===== config.mk =====
export PLATFORM = sky130hd
export DESIGN_NAME = eq_mac_scheduler
export DESIGN_NICKNAME = d
export VERILOG_FILES = /design/src/rtl/eq_mac_scheduler.sv
export SDC_FILE = /design/constraint.sdc
export NUM_CORES = 2
export LEC_CHECK = 0
export ABC_AREA = 1
export ABC_CLOCK_PERIOD_IN_PS = 21600
export BUFFER_PORTS_ARGS = -buffer_cell sky130_fd_sc_hd__buf_2
export CAP_MARGIN = 20
export CORE_UTILIZATION = 30
export DETAILED_ROUTE_END_ITERATION = 10
export MAX_ROUTING_LAYER = met4
export PLACE_DENSITY_LB_ADDON = 0.25
export SYNTH_ARGS = -nofsm -noshare
export SYNTH_HDL_FRONTEND = slang
export SYNTH_SLANG_ARGS = --single-unit

===== constraint.sdc =====
create_clock -name clk -period 21.6 [get_ports clk]
set_input_delay 4.32 -clock clk [delete_from_list [all_inputs] [get_ports clk]]
set_output_delay 4.32 -clock clk [all_outputs]
set_load 0.01 [all_outputs]

===== src/rtl/eq_mac_scheduler.sv =====
// eq_mac_scheduler: time-multiplexed FIR equalizer sharing a single 16x16
// multiplier and a wide accumulator across all taps.
// Optional build macro EQ_OUT_SAT_EN: clamp the output to the 16-bit signed
// range instead of wrapping it.
module eq_mac_scheduler #(
   parameter int NTAPS = 31,
   parameter int FRAC  = 14
) (
   input  logic        clk,
   input  logic        reset,
   input  logic [15:0] symb_in,
   input  logic        in_valid,
   output logic        in_ready,
   output logic [4:0]  coef_addr,
   output logic        coef_rd,
   input  logic [15:0] coef_data,
   output logic [15:0] symb_out,
   output logic        out_valid,
   input  logic        out_ready,
   output logic        busy
);

   localparam int ACC_W = 40;
   localparam logic [4:0] LAST_IDX = 5'(NTAPS - 1);

   typedef enum logic [1:0] {
      IDLE,
      MAC,
      DRAIN,
      DONE
   } state_t;

   state_t state;
   state_t state_next;

   logic [15:0] sample_buf [NTAPS];
   logic [4:0] wr_ptr;
   logic [4:0] rd_ptr;
   logic [4:0] tap_cnt;
   logic signed [15:0] tap_sample;
   logic prod_pend;
   logic signed [ACC_W-1:0] acc;
   logic signed [ACC_W-1:0] acc_sum;
   logic signed [31:0] product;
   logic [15:0] result;
   logic [15:0] out_q;

   // State register; reset aborts any computation in flight
   always_ff @(posedge clk or posedge reset) begin
      if (reset) begin
         state <= IDLE;
      end else begin
         state <= state_next;
      end
   end

   // Next-state and handshake/strobe outputs, all decoded from the current state
   always_comb begin
      state_next = state;
      in_ready   = 1'b0;
      coef_rd    = 1'b0;
      coef_addr  = 5'd0;
      out_valid  = 1'b0;
      busy       = 1'b1;
      case (state)
         IDLE: begin
            in_ready = 1'b1;
            busy     = 1'b0;
            if (in_valid) begin
               state_next = MAC;
            end
         end
         MAC: begin
            coef_rd   = 1'b1;
            coef_addr = tap_cnt;
            if (tap_cnt == LAST_IDX) begin
               state_next = DRAIN;
            end
         end
         DRAIN: begin
            state_next = DONE;
         end
         DONE: begin
            out_valid = 1'b1;
            if (out_ready) begin
               state_next = IDLE;
            end
         end
         default: begin
            state_next = IDLE;
         end
      endcase
   end

   // Shared multiplier; the product lands one cycle after its coefficient read
   always_comb begin
      product = $signed(coef_data) * tap_sample;
      acc_sum = acc;
      if (prod_pend) begin
         acc_sum = acc + {{(ACC_W-32){product[31]}}, product};
      end
   end

`ifdef EQ_OUT_SAT_EN
   localparam logic signed [ACC_W-1:0] SAT_MAX = ACC_W'(32767);
   localparam logic signed [ACC_W-1:0] SAT_MIN = ACC_W'(-32768);
   logic signed [ACC_W-1:0] shifted;

   // Scale down by the coefficient fraction and clamp to the output range
   always_comb begin
      shifted = acc_sum >>> FRAC;
      if (shifted > SAT_MAX) begin
         result = 16'h7fff;
      end else if (shifted < SAT_MIN) begin
         result = 16'h8000;
      end else begin
         result = shifted[15:0];
      end
   end
`else
   // Scale down by the coefficient fraction and keep the low 16 bits (wraps)
   always_comb begin
      result = acc_sum[FRAC+15:FRAC];
   end
`endif

   // Delay line, tap walk and accumulation; newest sample is tap 0
   always_ff @(posedge clk or posedge reset) begin
      if (reset) begin
         wr_ptr     <= 5'd0;
         rd_ptr     <= 5'd0;
         tap_cnt    <= 5'd0;
         tap_sample <= 16'sd0;
         prod_pend  <= 1'b0;
         acc        <= '0;
         out_q      <= 16'd0;
         for (int i = 0; i < NTAPS; i++) begin
            sample_buf[i] <= 16'd0;
         end
      end else begin
         prod_pend <= 1'b0;
         case (state)
            IDLE: begin
               if (in_valid) begin
                  sample_buf[wr_ptr] <= symb_in;
                  rd_ptr  <= wr_ptr;
                  wr_ptr  <= (wr_ptr == LAST_IDX) ? 5'd0 : wr_ptr + 5'd1;
                  tap_cnt <= 5'd0;
                  acc     <= '0;
               end
            end
            MAC: begin
               tap_sample <= $signed(sample_buf[rd_ptr]);
               prod_pend  <= 1'b1;
               rd_ptr     <= (rd_ptr == 5'd0) ? LAST_IDX : rd_ptr - 5'd1;
               tap_cnt    <= tap_cnt + 5'd1;
               acc        <= acc_sum;
            end
            DRAIN: begin
               acc   <= acc_sum;
               out_q <= result;
            end
            default: begin
            end
         endcase
      end
   end

   assign symb_out = out_q;

endmodule

==> flow_summary_export.csv <==
group,metric,value,unit
setup_path,worst_setup_path_start_kind,"primary input",
clock_network,cts_hold_buf,0,
place,dpl_cell_area,0.0387,sq mm
clock_network,ctsResizeCount,0,
sta,fin_skew,0.0386,ns
place,io_buffers,60,
synth,syn_nets,5013,
setup_path,slowest_delay,0.76,ns
clock_network,cts_buffers,67,
global_routing,grt_usage,0.184,
setup_path,worst-setup-path-type,"primary input to flip-flop",
synth,synth_top_area_cell,"dfrtp_1",
finish,fillers,13000,
sta,min_period_over_period,0.515,
synth,ys_seq_area_frac,0.388,
clock_network,clkSinkCount,576,
floorplan,rows,128,
synth,synth-edff-count,0,
finish,drive_gt1_frac,0.0594,
job,drv_cap,0,
floorplan,die_area,0.125,sq mm
global_routing,antenna_found_initial,3,
setup_path,required,22.09,ns
global_routing,grt_overflow,0,
global_routing,grt_first_pass_wirelength,176000,um
clock_network,cts_root_buf,"clkbuf_16",
synth,synth_area_leaders,"dfrtp_1 (39%), fa_1 (13%), nand2_1 (11%), o21ai_0 (10%), inv_1 (5.7%)",
detailed_routing,via_per_inst,4.92,
setup_path,arrival,11.61,ns
detailed_routing,drtIter0Drc,2439,
setup_path,worst_path_max_delay_cell,"fa_1",
sta,period_needed,11.12,ns
global_routing,grt_max_degree,164,
synth,synth_area,0.0372,sq mm
synth,ys_ff_latch,576,
setup_path,path_max_fanout,15,
synth,synth_cell_types,56,
floorplan,die_w,354,um
sta,tns,0,ns
sta,finalSetupViolCount,0,
clock_network,worstSkewPairLatency,0.65,ns
sta,rsz0062_at_grt,"no",
clock_network,post_cts_buffers,0,
finish,num_antenna_cells,0,
setup_path,cpMostUsedCell,"nand2_1",
detailed_routing,drtPass1Iterations,6,
global_routing,grt_pass1_vias,29500,
detailed_routing,routed_wl,113000,um
place,gp_congestion,0.886,
setup_path,crit_family,"adder cells",
synth,syn_inst,4606,
setup_path,path_buf_inv,8,
finish,stdcell_area,0.0413,sq mm
sta,whs,0.476,ns
synth,synth_top_area_share,0.388,
sta,drv_slew,0,
detailed_routing,vias,30200,
floorplan,start_util,0.304,
detailed_routing,drc,0,
setup_path,crit_path_end_kind,"flip-flop",
synth,synth-async-reset-ratio,1.00,
finish,nets,4885,
finish,area_growth,11.0,%
synth,yosys_warnings,0,
min_path,min_path_type,"flip-flop to flip-flop",
clock_network,clk_pin_slew_worst_paths,0.06,ns
detailed_routing,postRouteAntennaNets,0,
sta,tightest_slew,1.09,ns
clock_network,cts_tree,"built",
place,hpwl,74300,um
clock_network,cts_max_level,3,
detailed_routing,drt-wirelength-per-cell,18.4,um
clock_network,clk_path_buf_depth,3,
sta,fmax,89.9,MHz
sta,hold_violations,0,
sta,slew_headroom,0.271,
floorplan,ios,61,
synth,postSynthAreaPerCell,8.07,sq um
floorplan,die_height,354,um
outcome,status,"completed",
synth,synth_ff_type,"dfrtp_1",
floorplan,core,0.122,sq mm
[worst paths after layout]
check	startpoint	endpoint	slack, ns	cells past startpoint
worst max-delay path	coef_data[15]	symb_out[15]$_DFFE_PP0P_	10.48	32
worst min-delay path	sample_buf[282]$_DFFE_PP0P_	sample_buf[282]$_DFFE_PP0P_	0.48	2
worst max register to register	tap_sample[1]$_DFFE_PP0P_	symb_out[15]$_DFFE_PP0P_	13.57	31
worst min register to register	sample_buf[282]$_DFFE_PP0P_	sample_buf[282]$_DFFE_PP0P_	0.48	2
max in group asynchronous	reset	sample_buf[181]$_DFFE_PP0P_	15.46	4
min in group asynchronous	reset	symb_out[2]$_DFFE_PP0P_	3.89	2
[per-layer routing]
layer  track usage  vias up  wire length, um
li1              -    14500                -
met1         0.239    15000            50400
met2         0.305      624            55100
met3        0.0182      148             4450
met4        0.0509        0             3010
met5             -        -                0
[state kept, by name, summed over array words and instances, names as in the netlist]
register	cells
sample_buf	496
acc	30
symb_out	16
tap_sample	16
rd_ptr	5
tap_cnt	5
wr_ptr	5
state	2
prod_pend	1
[worst reg2reg max path, delay by kind of cell, from the launching register on]
family / cells / cell delay, ns
adder cells (fa/ha/maj): 8 / 4.04
flip-flops: 1 / 0.69
buffers and inverters: 7 / 0.61
AO/OA/AOI/OAI: 3 / 0.88
AND/OR/NAND/NOR: 12 / 1.51
XOR/XNOR: 1 / 0.19
[cells by family (layout without fill, tap and decap cells)]
family	after synthesis	after routing	synth area share
xor+xnor	33	33	0.00777
flops	576	576	0.388
compound gates	1193	1193	0.174
fa+ha+maj	371	371	0.175
buf+inv	884	804	0.0927
simple gates	1549	1549	0.163
[synthesized netlist by cell type (6+ instances only)]
cell type,n
fa_1,249
a221oi_2,7
nand4_1,13
o21ai_0,757
a211oi_1,14
o21ai_1,70
buf_2,42
inv_1,561
nand3_1,68
o22ai_1,95
ha_1,122
buf_4,14
xnor2_1,13
nand2_1,1043
a21oi_1,171
dfrtp_1,576
o21bai_1,6
a2bb2oi_1,14
o211ai_1,10
nor2_1,369
a221oi_1,8
nor3_1,28
clkbuf_1,252
or2_2,10
xor2_1,20
a21o_1,12
[cell usage in the layout (no fill, tap or decap), types with 8 or more instances in the layout]
master,instances
dfrtp_1,572
o21ai_1,70
buf_16,13
nand2_1,1043
ha_1,121
clkinv_2,11
nand3_1,68
o211ai_1,10
clkbuf_1,16
nand4_1,13
xnor2_1,13
buf_4,38
a221oi_1,8
o21ai_0,757
buf_2,60
fa_1,249
a2bb2oi_1,14
clkbuf_16,67
inv_1,558
o22ai_1,95
xor2_1,20
nor3_1,28
a211oi_1,14
a21o_1,12
a21oi_1,171
or2_2,10
nor2_1,367
[per-stage QoR]
| step | cells | setup WS [ns] | util |
|---|---|---|---|
| 2_1_floorplan | 4606 | 1.17 | - |
| 3_3_place_gp | 6014 | 9.99 | 0.315 |
| 3_5_place_dp | 6020 | 9.94 | 0.316 |
| 4_1_cts | 6137 | 10.56 | 0.335 |
| 5_1_grt | 6151 | 9.95 | 0.337 |
| 6_report | 6151 | 10.48 | 0.337 |
[final cells by class]
type | count | area, sq um | share of cell area
Inverter | 567 | 2140 | 0.0519
Clock buffer | 90 | 1830 | 0.0444
Tap cell | 1625 | 2030 | 0.0493
Clock inverter | 27 | 415 | 0.0101
Multi-Input combinational cell | 3146 | 19300 | 0.468
Timing Repair Buffer | 120 | 1090 | 0.0264
Sequential cell | 576 | 14400 | 0.350
Power is left out: the tool's default activity adds up to more than one toggle a clock period on the data nets, which glitch-free logic cannot reach.
